==> src/rtl/uart_hex_formatter_if.sv <==
// Sample-in / byte-out bus of uart_hex_formatter.
// master = sample producer and UART FIFO side, slave = the formatter itself.
interface uart_hex_formatter_if #(
   parameter int pDataWidth = 24
);
   logic [pDataWidth-1:0] sample;
   logic                  sample_valid;
   logic                  sample_ready;
   logic [7:0]            tx_byte;
   logic                  tx_write;
   logic                  tx_busy;
   logic                  frame_busy;
   logic                  frame_done;

   modport master (
      output sample, sample_valid, tx_busy,
      input  sample_ready, tx_byte, tx_write, frame_busy, frame_done
   );

   modport slave (
      input  sample, sample_valid, tx_busy,
      output sample_ready, tx_byte, tx_write, frame_busy, frame_done
   );
endinterface

==> src/rtl/uart_hex_formatter.sv <==
// Turns one binary sample into an ASCII hex text frame (MSB digit first, CR[LF]) for uart_fifo TX.
// Optional HEXFMT_SEQNUM_EN: prefix every frame with a 2-digit hex sequence number and ':'.
module uart_hex_formatter #(
   parameter int pDataWidth = 24,
   parameter bit pEolCrLf   = 1'b1
) (
   input  logic                 clk,
   input  logic                 rst,
   uart_hex_formatter_if.slave  bus
);
   localparam int ND      = pDataWidth / 4;
   localparam int EOL_LEN = pEolCrLf ? 2 : 1;
`ifdef HEXFMT_SEQNUM_EN
   localparam int PRE_LEN = 3;
`else
   localparam int PRE_LEN = 0;
`endif
   localparam int NB = PRE_LEN + ND + EOL_LEN;
   localparam int CW = $clog2(NB + 1);

   typedef enum logic [1:0] {IDLE, SEND, GAP, DONE} state_t;

   state_t                state_reg;
   logic [pDataWidth-1:0] sample_reg;
   logic [CW-1:0]         cnt_reg;
   logic [7:0]            tx_byte_reg;
   logic                  ready_reg;
   logic                  busy_reg;
   logic                  done_reg;
`ifdef HEXFMT_SEQNUM_EN
   logic [7:0]            seq_reg;
`endif

   logic                  accept;
   logic [CW-1:0]         idx_next;
   logic [pDataWidth-1:0] data_sel;
   logic [7:0]            char_next;
   logic [7:0]            digit_char [ND];

   function automatic logic [7:0] hex_char(input logic [3:0] n);
      return (n < 4'd10) ? (8'h30 + {4'h0, n}) : (8'h37 + {4'h0, n});
   endfunction

   // The first character is taken straight from the bus on accept; later ones from the latched copy.
   assign accept   = (state_reg == IDLE) && bus.sample_valid && ready_reg;
   assign idx_next = accept ? '0 : cnt_reg + CW'(1);
   assign data_sel = accept ? bus.sample : sample_reg;

   generate
      for (genvar gi = 0; gi < ND; gi++) begin : g_digit
         assign digit_char[gi] = hex_char(data_sel[(ND-1-gi)*4 +: 4]);
      end
   endgenerate

   always_comb begin
      char_next = 8'h0A;
      for (int j = 0; j < ND; j++) begin
         if (idx_next == CW'(PRE_LEN + j)) char_next = digit_char[j];
      end
      if (idx_next == CW'(PRE_LEN + ND)) char_next = 8'h0D;
`ifdef HEXFMT_SEQNUM_EN
      if (idx_next == CW'(0)) char_next = hex_char(seq_reg[7:4]);
      if (idx_next == CW'(1)) char_next = hex_char(seq_reg[3:0]);
      if (idx_next == CW'(2)) char_next = 8'h3A;
`endif
   end

   always_ff @(posedge clk or posedge rst) begin
      if (rst) begin
         state_reg   <= IDLE;
         sample_reg  <= '0;
         cnt_reg     <= '0;
         tx_byte_reg <= 8'h00;
         ready_reg   <= 1'b0;
         busy_reg    <= 1'b0;
         done_reg    <= 1'b0;
`ifdef HEXFMT_SEQNUM_EN
         seq_reg     <= 8'h00;
`endif
      end else begin
         done_reg <= 1'b0;
         case (state_reg)
            IDLE: begin
               ready_reg <= 1'b1;
               if (accept) begin
                  sample_reg  <= bus.sample;
                  tx_byte_reg <= char_next;
                  cnt_reg     <= '0;
                  ready_reg   <= 1'b0;
                  busy_reg    <= 1'b1;
                  state_reg   <= SEND;
               end
            end
            SEND: begin
               if (!bus.tx_busy) state_reg <= GAP;
            end
            // One idle cycle after each write so the FIFO's busy flag is current before the next one.
            GAP: begin
               if (cnt_reg == CW'(NB - 1)) begin
                  state_reg <= DONE;
                  done_reg  <= 1'b1;
                  busy_reg  <= 1'b0;
`ifdef HEXFMT_SEQNUM_EN
                  seq_reg   <= seq_reg + 8'd1;
`endif
               end else begin
                  cnt_reg     <= idx_next;
                  tx_byte_reg <= char_next;
                  state_reg   <= SEND;
               end
            end
            DONE: begin
               state_reg <= IDLE;
               ready_reg <= 1'b1;
            end
            default: state_reg <= IDLE;
         endcase
      end
   end

   assign bus.sample_ready = ready_reg;
   assign bus.tx_byte      = tx_byte_reg;
   assign bus.tx_write     = (state_reg == SEND) && !bus.tx_busy;
   assign bus.frame_busy   = busy_reg;
   assign bus.frame_done   = done_reg;
endmodule

==> src/flat_wrapper.sv <==
// flat-port wrapper written by rule: the top's interface ports become plain ports
module uart_hex_formatter_flat 
#(
   parameter int pDataWidth = 24,
   parameter bit pEolCrLf   = 1'b1
)
  (clk, rst, bus_sample, bus_sample_valid, bus_tx_busy, bus_sample_ready, bus_tx_byte, bus_tx_write, bus_frame_busy, bus_frame_done);
  uart_hex_formatter_if #(.pDataWidth(pDataWidth)) bus_i ();
  input  logic clk;
  input  logic rst;
  input wire logic [$bits(bus_i.sample)-1:0] bus_sample;
  input wire logic [$bits(bus_i.sample_valid)-1:0] bus_sample_valid;
  input wire logic [$bits(bus_i.tx_busy)-1:0] bus_tx_busy;
  output wire logic [$bits(bus_i.sample_ready)-1:0] bus_sample_ready;
  output wire logic [$bits(bus_i.tx_byte)-1:0] bus_tx_byte;
  output wire logic [$bits(bus_i.tx_write)-1:0] bus_tx_write;
  output wire logic [$bits(bus_i.frame_busy)-1:0] bus_frame_busy;
  output wire logic [$bits(bus_i.frame_done)-1:0] bus_frame_done;
  assign bus_i.sample = bus_sample;
  assign bus_i.sample_valid = bus_sample_valid;
  assign bus_i.tx_busy = bus_tx_busy;
  assign bus_sample_ready = bus_i.sample_ready;
  assign bus_tx_byte = bus_i.tx_byte;
  assign bus_tx_write = bus_i.tx_write;
  assign bus_frame_busy = bus_i.frame_busy;
  assign bus_frame_done = bus_i.frame_done;
  uart_hex_formatter #(.pDataWidth(pDataWidth), .pEolCrLf(pEolCrLf)) u_core (.clk(clk), .rst(rst), .bus(bus_i));
endmodule
==> config.mk <==
export PLATFORM = sky130hd
export DESIGN_NAME = uart_hex_formatter_flat
export DESIGN_NICKNAME = d
export VERILOG_FILES = /design/src/rtl/uart_hex_formatter_if.sv /design/src/rtl/uart_hex_formatter.sv /design/src/flat_wrapper.sv
export SDC_FILE = /design/constraint.sdc
export NUM_CORES = 1
export LEC_CHECK = 0
export CAP_MARGIN = 30
export CORE_MARGIN = 2
export CORE_UTILIZATION = 35
export CTS_BUF_LIST = sky130_fd_sc_hd__clkbuf_2
export CTS_CLUSTER_SIZE = 8
export DETAILED_ROUTE_END_ITERATION = 8
export DONT_BUFFER_PORTS = 1
export GPL_TIMING_DRIVEN = 0
export PLACE_DENSITY_LB_ADDON = 0.25
export SYNTH_ARGS = -nofsm -noshare
export SYNTH_HDL_FRONTEND = slang
export SYNTH_SLANG_ARGS = --single-unit
==> constraint.sdc <==
create_clock -name clk -period 3 [get_ports clk]
set_input_delay 0.6 -clock clk [delete_from_list [all_inputs] [get_ports clk]]
set_output_delay 0.6 -clock clk [all_outputs]
set_load 0.1 [all_outputs]
==> out/results.ini, run 1 <==
[cts]
cts.path.max_buffers = 2
cts_root_buf = clkbuf_2
insertion_delay_ns = 0.43
cts_tree = done
clk_pin_slew_ns = 0.23
cts.htree.levels = 2
cts.sinks = 40
cts_buffers = 5

[drt]
first_pass_iters = 5
num_vias = 2666
wl_um = 8290
viasPerCell = 5.72
avgRoutedWirePerCell_um = 17.8
drc_errors = 0
initialDrtViolationCount = 196
antenna_left = 0

[grt]
grt_max_degree = 41
gr-total-overflow = 0
grt_pass1_wl_um = 13100
antenna_found_initial = 0
grtUsageTotal_pct = 19.2
grt_pass1_vias = 2450

[sta]
fmax_mhz = 347
setup_viol = 0
worstMarginPinSlew_ns = 0.945
max_slew_margin_pct = 37.0
finalHoldViolCount = 0
period_needed_ns = 2.88
skew_ns = 0.0203
post-route-period-util_pct = 95.9
drv_slew = 0
fin_tns_setup_ns = 0

[layout]
largest_reg_flops = 24
final_layout_size_suffix_gt1_share_pct = 16.3
layout.cells.non_filler = 466
syn2layout_area_growth_pct = 16.3
insertedDiodeCount = 0
nFillCells = 800
nets = 400

[worst_setup_path]
crit_arrival_ns = 3.24
crit_type = reg2reg
required_ns = 3.36
cp-start-kind = flip-flop
path_max_fanout = 10
endpoint_kind = flip-flop

[yosys]
ys_ff_latch = 40
synth-edff-count = 0
ys_seq_area_share_pct = 34.6
synth_nets = 382
synth_cells = 342
synth_area_leaders = dfrtp_1 35%, ha_1 5.2%, mux2i_1 5.2%
synth_ff_type = dfrtp_1
syn-cell-area_um2 = 2900
yosys.area.top_type = dfrtp_1
synth.most_common_cell = dfrtp_1
synthTopCellsByCount = 40 x dfrtp_1, 37 x nand2_1, 36 x inv_1
synth_warnings = 0
syn_area_per_cell_um2 = 8.47
async_reset_ff_share_pct = 100
synth_top_cell_area_share_pct = 34.6
synthDistinctLibCells = 56

[placement]
place_congestion = 0.864
hpwl_um = 5970
dpl.cell_count = 448
portBuffers = 0

[status]
status = completed

[floorplanning]
ios = 40
die_w_um = 95.0
start_util_pct = 35.6
fp.dieH_um = 95.0
std_cell_rows = 33
design.die.area_um2 = 9020
design.core.area_um2 = 8130

[power]
power.leakage_uw = 0.00150
total_power_uw = 3870
ir_drop_mv = 0.497
power_density_nw_per_um2 = 1150

[flow_run]
cap_viol_max_count = 0

[min_path]
hold_class = in2async

worst max-delay path, cell delays in order (launching register included):
cell and delay [ns]:
dfrtp_4 0.70, and3_4 0.27, buf_12 0.15, buf_12 0.14, buf_12 0.13, nand2_1 0.06
nand2_1 0.07, inv_1 0.05, ha_1 0.30, inv_1 0.06, a31oi_1 0.08, a21oi_1 0.15
nor2_1 0.06, or3_4 0.40, o31ai_2 0.22
placed cells by master, fill, tap and decap left out, drive strengths merged, types with 4 or more instances in the layout:
cell type and instances:
a21oi 18, a22oi 5, a31oi 7, and3 4, buf 23, clkbuf 9, dfrtp 40, ha 12
inv 36, mux2 6, mux2i 15, nand2 37, nand3 16, nand4 4, nor2 19, nor2b 5
nor3 6, nor3b 6, nor4 4, o211ai 6, o21ai 21, o22ai 4, o31ai 5, xnor2 4
xor2 7
report_power, final:
group | leakage, uW | switching (uW) | total, uW | internal [uW]
logic | 0.000963 | 1190 | 2100 | 909
registers | 0.000482 | 579 | 1340 | 765
clock network | 0.0000532 | 203 | 430 | 228
area by class of cell:
cell class | instances | area [um^2] | area share [%]
Clock inverter | 2 | 60.1 | 1.78
Sequential cell | 40 | 1000 | 29.8
Tap cell | 105 | 131 | 3.90
Clock buffer | 6 | 30.0 | 0.892
Timing Repair Buffer | 11 | 90.1 | 2.67
Buffer | 15 | 168 | 4.98
Multi-Input combinational cell | 251 | 1750 | 51.9
Inverter | 36 | 135 | 4.01
cell families (layout without fill, tap and decap cells):
group,Yosys count,after routing,share of synthesized area [%]
other cells,1,1,0.129
xor+xnor,11,11,3.33
fa+ha+maj,12,12,5.18
compound gates,89,89,20.8
flops,40,40,34.6
buf+inv,51,70,7.78
simple gates,117,117,20.7
mux,21,21,7.52
what timing repair did:
item	CTS	global route
gates resized for setup	21	15
setup endpoints to repair	4	4
pin swaps	4	2
hold endpoints to repair	0	0
hold buffers	0	0
setup buffers	5	5
metal layers:
metal  wire [um]  part of all wire (%)  vias to the layer above  GRT usage [%]
li1            -                     -                     1259              -
met2        3930                    47                       88           30.9
met1        3780                    46                     1308           26.5
met4         101                   1.2                        0           4.11
met3         476                   5.7                       11           4.31
met5           0                     0                        -              0
stage by stage:
step | util [%] | setup slack (ns) | cell area [um^2] | hold slack, ns
2_1_floorplan | - | 0.00904 | 2910 | 0.476
4_1_cts | 40.1 | 0.00365 | 3260 | 0.215
3_3_place_gp | 37.4 | -0.620 | 3040 | 0.508
5_1_grt | 41.4 | -0.00630 | 3370 | 0.253
3_5_place_dp | 37.6 | -0.594 | 3060 | 0.510
6_report | 41.4 | 0.122 | 3370 | 0.182
worst paths after layout:
kind / to / startpoint / depth (start not counted) / slack (ns)
setup / recovery: u_core.bus.tx_byte[1]$_DFFE_PP0P_ / u_core.bus.sample_ready$_DFFE_PP0P_ / 14 / 0.12
hold / removal: u_core.bus.sample_ready$_DFFE_PP0P_ / rst / 1 / 0.18
setup reg to reg: u_core.bus.tx_byte[1]$_DFFE_PP0P_ / u_core.bus.sample_ready$_DFFE_PP0P_ / 14 / 0.12
hold reg to reg: u_core.sample_reg[21]$_DFFE_PP0N_ / u_core.sample_reg[21]$_DFFE_PP0N_ / 2 / 0.55
max in group asynchronous: u_core.bus.sample_ready$_DFFE_PP0P_ / rst / 1 / 2.20
min in group clk: u_core.sample_reg[13]$_DFFE_PP0N_ / bus_sample[13] / 2 / 0.27
(Power assumes the default switching activity.)
==> run 2, diff against run 1 <==
==> constraint.sdc (replaced) <==
create_clock -name clk -period 3.7 [get_ports clk]
set_input_delay 0.74 -clock clk [delete_from_list [all_inputs] [get_ports clk]]
set_output_delay 0.74 -clock clk [all_outputs]
set_load 0.1 [all_outputs]
==> run 2 against run 1 <==
Net effect:
- final cell count down 2.1%
- fmax down 17%
- die area unchanged
- first-iteration DRC count up 3.6%
- routed wire length down 1.9%
- clock skew down 0.0035 ns
- non-clock buffer count down 10
- core utilization down 2.8 points
- via count down 2.4%
- largest cell class unchanged
==> out/results.ini, run 2 (same netlist as run 1, synthesis figures left out) <==
[status]
status = completed

[sta]
hold_ws_ns = 0.336
worstMarginPinSlew_ns = 0.927
post-route-period-util_pct = 94.2
setup_viol = 0
skew_ns = 0.0167
grt_setup_unrepaired = no
max_slew_margin_pct = 38.2
fmax_mhz = 287
fin_tns_setup_ns = 0
period_needed_ns = 3.48
finalHoldViolCount = 0
setup_ws_ns = 0.215
drv_slew = 0

[floorplanning]
ios = 40
fp.dieH_um = 95.0
die_w_um = 95.0
design.core.area_um2 = 8130
design.die.area_um2 = 9020
start_util_pct = 35.6
std_cell_rows = 33

[drt]
first_pass_iters = 5
initialDrtViolationCount = 203
viasPerCell = 5.70
num_vias = 2601
avgRoutedWirePerCell_um = 17.8
wl_um = 8130
drc_errors = 0
antenna_left = 0

[cts]
cts_root_buf = clkbuf_2
cts.path.max_buffers = 2
cts.htree.levels = 2
cts_setup_buffers = 0
cts_tree = done
clk_pin_slew_ns = 0.23
cts.sinks = 40
postCtsHoldBufs = 0
cts_buffers = 5
insertion_delay_ns = 0.42

[worst_setup_path]
crit_type = reg2reg
endpoint_kind = flip-flop
required_ns = 4.05
path_max_fanout = 10
crit_arrival_ns = 3.83
cp-start-kind = flip-flop

[grt]
grt_max_degree = 41
gr-total-overflow = 0
grtUsageTotal_pct = 19.0
antenna_found_initial = 0
grt_pass1_vias = 2585
grt_pass1_wl_um = 13100

[placement]
placed_area_um2 = 3050
hpwl_um = 6040
place_congestion = 0.918
portBuffers = 0
dp_slack_ns = -0.422

[layout]
final_layout_size_suffix_gt1_share_pct = 10.8
largest_reg_flops = 24
nets = 390
insertedDiodeCount = 0
final_cell_mix = 38 x dfrtp_1, 37 x nand2_1, 35 x inv_1
finalInstanceArea_um2 = 3140
final_common_cell = dfrtp_1
utilization_pct = 38.6
syn2layout_area_growth_pct = 8.38

[power]
ir_drop_mv = 0.391
power_density_nw_per_um2 = 915
power.leakage_uw = 0.00141

[flow_run]
cap_viol_max_count = 0

[min_path]
hold_class = in2async

## run 2: what timing repair did
action,in CTS,in global routing
endpoints found under the setup margin,4,4
resized for setup,5,6
pin swaps,0,1
cloned,0,0
## run 2: worst max-delay path, cell delays in order, from the launching register on
cell	delay, ns
dfrtp_2	0.68
nand3_4	0.32
buf_6	0.22
buf_2	0.25
buf_4	0.23
buf_4	0.21
nand2_1	0.07
nand2_1	0.08
inv_1	0.04
ha_1	0.30
inv_1	0.06
a31oi_1	0.08
a21oi_1	0.16
nor2_1	0.06
or3_1	0.40
o31ai_1	0.25
## run 2: path summary, 6_finish.rpt
path / from / slack (ns) / cells past startpoint / to
max: u_core.bus.sample_ready$_DFFE_PP0P_ / 0.22 / 15 / u_core.bus.tx_byte[1]$_DFFE_PP0P_
min: rst / 0.34 / 1 / u_core.cnt_reg[0]$_DFFE_PP0P_
max reg2reg: u_core.bus.sample_ready$_DFFE_PP0P_ / 0.22 / 15 / u_core.bus.tx_byte[1]$_DFFE_PP0P_
min reg2reg: u_core.state_reg[1]$_DFFE_PP0P_ / 0.53 / 1 / u_core.state_reg[1]$_DFFE_PP0P_
max in group asynchronous: rst / 2.78 / 1 / u_core.state_reg[1]$_DFFE_PP0P_
min in group clk: bus_sample[13] / 0.41 / 2 / u_core.sample_reg[13]$_DFFE_PP0N_
## run 2: final cells by class
type	count	area, um^2
Fill cell	828	4990
Multi-Input combinational cell	251	1690
Sequential cell	40	1000
Inverter	36	135
Tap cell	105	131
Buffer	15	104
Clock inverter	3	37.5
Clock buffer	5	25.0
Timing Repair Buffer	1	15.0
## run 2: layer usage
metal,share of wire [%],GRT usage [%]
met1,46,26.5
met2,46,28.7
met3,5.6,4.15
met4,2.4,7.25
met5,0,0
## run 2: per-stage QoR
stage / cells / power, uW
floorplan: 342 / 2180
global placement: 447 / 2540
detailed placement: 448 / 2570
CTS: 456 / 2850
global route: 456 / 3090
finish: 456 / 2870
## run 2: power by group
| group | total, uW | internal [uW] | switching, uW | leakage [uW] |
|---|---|---|---|---|
| clock | 269 | 110 | 159 | 0.0000380 |
| sequential | 1080 | 620 | 462 | 0.000481 |
| combinational | 1520 | 602 | 919 | 0.000886 |
| total | 2870 | 1330 | 1540 | 0.00141 |
==> run 3, diff against run 2 <==
--- a/config.mk
+++ b/config.mk
@@ -8,12 +8,13 @@
 export CAP_MARGIN = 30
 export CORE_MARGIN = 2
 export CORE_UTILIZATION = 35
-export CTS_BUF_LIST = sky130_fd_sc_hd__clkbuf_2
+export CTS_BUF_LIST = sky130_fd_sc_hd__clkbuf_8
 export CTS_CLUSTER_SIZE = 8
 export DETAILED_ROUTE_END_ITERATION = 8
 export DONT_BUFFER_PORTS = 1
 export GPL_TIMING_DRIVEN = 0
 export PLACE_DENSITY_LB_ADDON = 0.25
+export SETUP_SLACK_MARGIN = 0.15
 export SYNTH_ARGS = -nofsm -noshare
 export SYNTH_HDL_FRONTEND = slang
 export SYNTH_SLANG_ARGS = --single-unit
==> run 3 against run 2 <==
Net effect:
- clock skew is 0.0085 ns lower
- worst hold slack better by 0.15 ns
- register-to-register slack improved by 0.12 ns
- global-route usage is 0.17 points higher
- critical path type unchanged
- largest power group unchanged
==> out/results.ini, run 3 (same netlist as run 1, synthesis figures left out) <==
[status]
status = completed

[drt]
initialDrtViolationCount = 216
num_vias = 2658
antenna_left = 0
avgRoutedWirePerCell_um = 18.0
viasPerCell = 5.75
first_pass_iters = 5
wl_um = 8300
drc_errors = 0

[sta]
post-route-period-util_pct = 91.0
setup_viol = 0
max_slew_margin_pct = 38.2
skew_ns = 0.00822
setup_ws_ns = 0.333
worstMarginPinSlew_ns = 0.927
fmax_mhz = 297
finalHoldViolCount = 0
drv_slew = 0
grt_setup_unrepaired = no
fin_tns_setup_ns = 0
period_needed_ns = 3.37

[power]
p_switching_uw = 1580
ir_drop_mv = 0.417
pwr-share-seq_pct = 35.2
swShare_pct = 51.3
clkPwrFrac_pct = 13.4
internal-power_uw = 1500
total_power_uw = 3090
power.leakage_uw = 0.00146
p_comb_share_pct = 51.4
power_density_nw_per_um2 = 943

[floorplanning]
die_w_um = 95.0
start_util_pct = 35.6
fp.dieH_um = 95.0
design.die.area_um2 = 9020
ios = 40
design.core.area_um2 = 8130
std_cell_rows = 33

[cts]
cts_root_buf = clkbuf_8
cts_buffers = 5
cts.sinks = 40
cts_tree = done
cts.path.max_buffers = 2
cts.htree.levels = 2
insertion_delay_ns = 0.31
postCtsHoldBufs = 0
clk_pin_slew_ns = 0.09

[worst_setup_path]
crit_arrival_ns = 3.58
cp_top_family = simple AND/OR/NAND/NOR gates
required_ns = 3.91
cp-start-kind = flip-flop
critPathMaxStageDelay_ns = 0.74
crit_buf_inv = 5
crit_type = reg2reg
timing.critical_path.cells = and3_2 -> buf_6 -> clkbuf_4 -> buf_4 -> nand2_1 -> nand2_1 -> inv_1 -> ha_1 -> inv_1 -> a31oi_1 -> a21oi_1 -> nor2_1 -> or3_1 -> o31ai_1
path_max_fanout = 10
r2r_cells = 14
crit_slowest_cell = dfrtp_2
endpoint_kind = flip-flop
cp.depth = 14

[layout]
syn2layout_area_growth_pct = 13.0
regArea_um2 = 1000
layout.cells.non_filler = 462
final_cell_mix = 38 x dfrtp_1, 37 x nand2_1, 35 x inv_1
multiInputGateArea_um2 = 1710
final_layout_size_suffix_gt1_share_pct = 13.7
final_common_cell = dfrtp_1
nFillCells = 823
largest_reg_flops = 24
nets = 396
insertedDiodeCount = 0

[placement]
hpwl_um = 6040
dpl.cell_count = 448
dp_slack_ns = -0.422
place_congestion = 0.918
portBuffers = 0

[flow_run]
cap_viol_max_count = 0

[grt]
gr-total-overflow = 0
antenna_found_initial = 0
grt_pass1_wl_um = 13200
grt_max_degree = 41
grtUsageTotal_pct = 19.2
grt_pass1_vias = 2608

[min_path]
hold_class = in2async

-- run 3: area by class of cell --
type	count	area share (%)
plain buffers	15	3.25
clock buffers	7	2.94
inverters	36	4.13
repair buffers	7	1.83
flip-flops and latches	40	30.7
well taps	105	4.01
clock inverters	1	0.917
multi-input cells	251	52.3
-- run 3: worst reg2reg max path: cells and delay by family (launching register included) --
| kind | cells | cell delay [ns] |
|---|---|---|
| and+or+nand+nor | 5 | 0.98 |
| buffers and inverters | 5 | 0.77 |
| DFF | 1 | 0.74 |
| AOI/OAI and AO/OA | 3 | 0.48 |
| adders and majority gates | 1 | 0.30 |
-- run 3: per-layer routing --
layer	global-route usage, %	part of all wire [%]	up-vias
met4	8.09	2.9	0
met1	26.5	46	1302
met3	3.75	5.0	22
met5	0	0	-
met2	29.2	46	83
li1	-	-	1251
-- run 3: repair_timing --
item,4_1_cts,5_1_grt
buffers inserted,0,6
setup endpoints to repair,4,4
pin swaps,0,2
resized for setup,9,7
-- run 3: final timing paths --
check,startpoint,to,slack (ns)
setup / recovery,u_core.bus.sample_ready$_DFFE_PP0P_,u_core.bus.tx_byte[1]$_DFFE_PP0P_,0.33
hold / removal,rst,u_core.cnt_reg[0]$_DFFE_PP0P_,0.49
setup reg to reg,u_core.bus.sample_ready$_DFFE_PP0P_,u_core.bus.tx_byte[1]$_DFFE_PP0P_,0.33
hold reg to reg,u_core.state_reg[1]$_DFFE_PP0P_,u_core.state_reg[1]$_DFFE_PP0P_,0.52
max in group asynchronous,rst,u_core.state_reg[1]$_DFFE_PP0P_,2.62
min in group clk,u_core.state_reg[1]$_DFFE_PP0P_,u_core.state_reg[1]$_DFFE_PP0P_,0.52
-- run 3: stage by stage --
step	hold slack [ns]	area [um^2]	utilization, %
4_1_cts	0.532	3200	39.3
3_3_place_gp	0.508	3030	37.2
6_report	0.487	3270	40.2
2_1_floorplan	0.476	2900	-
5_1_grt	0.552	3270	40.2
3_5_place_dp	0.511	3050	37.4
-- run 3: power by group through the flow --
stage               logic, uW  clock network [uW]  registers, uW
floorplan                1140                   0           1040
global placement         1450                   0           1090
detailed placement       1480                   0           1090
CTS                      1520                 415           1080
global route             1760                 426           1110
finish                   1590                 414           1080
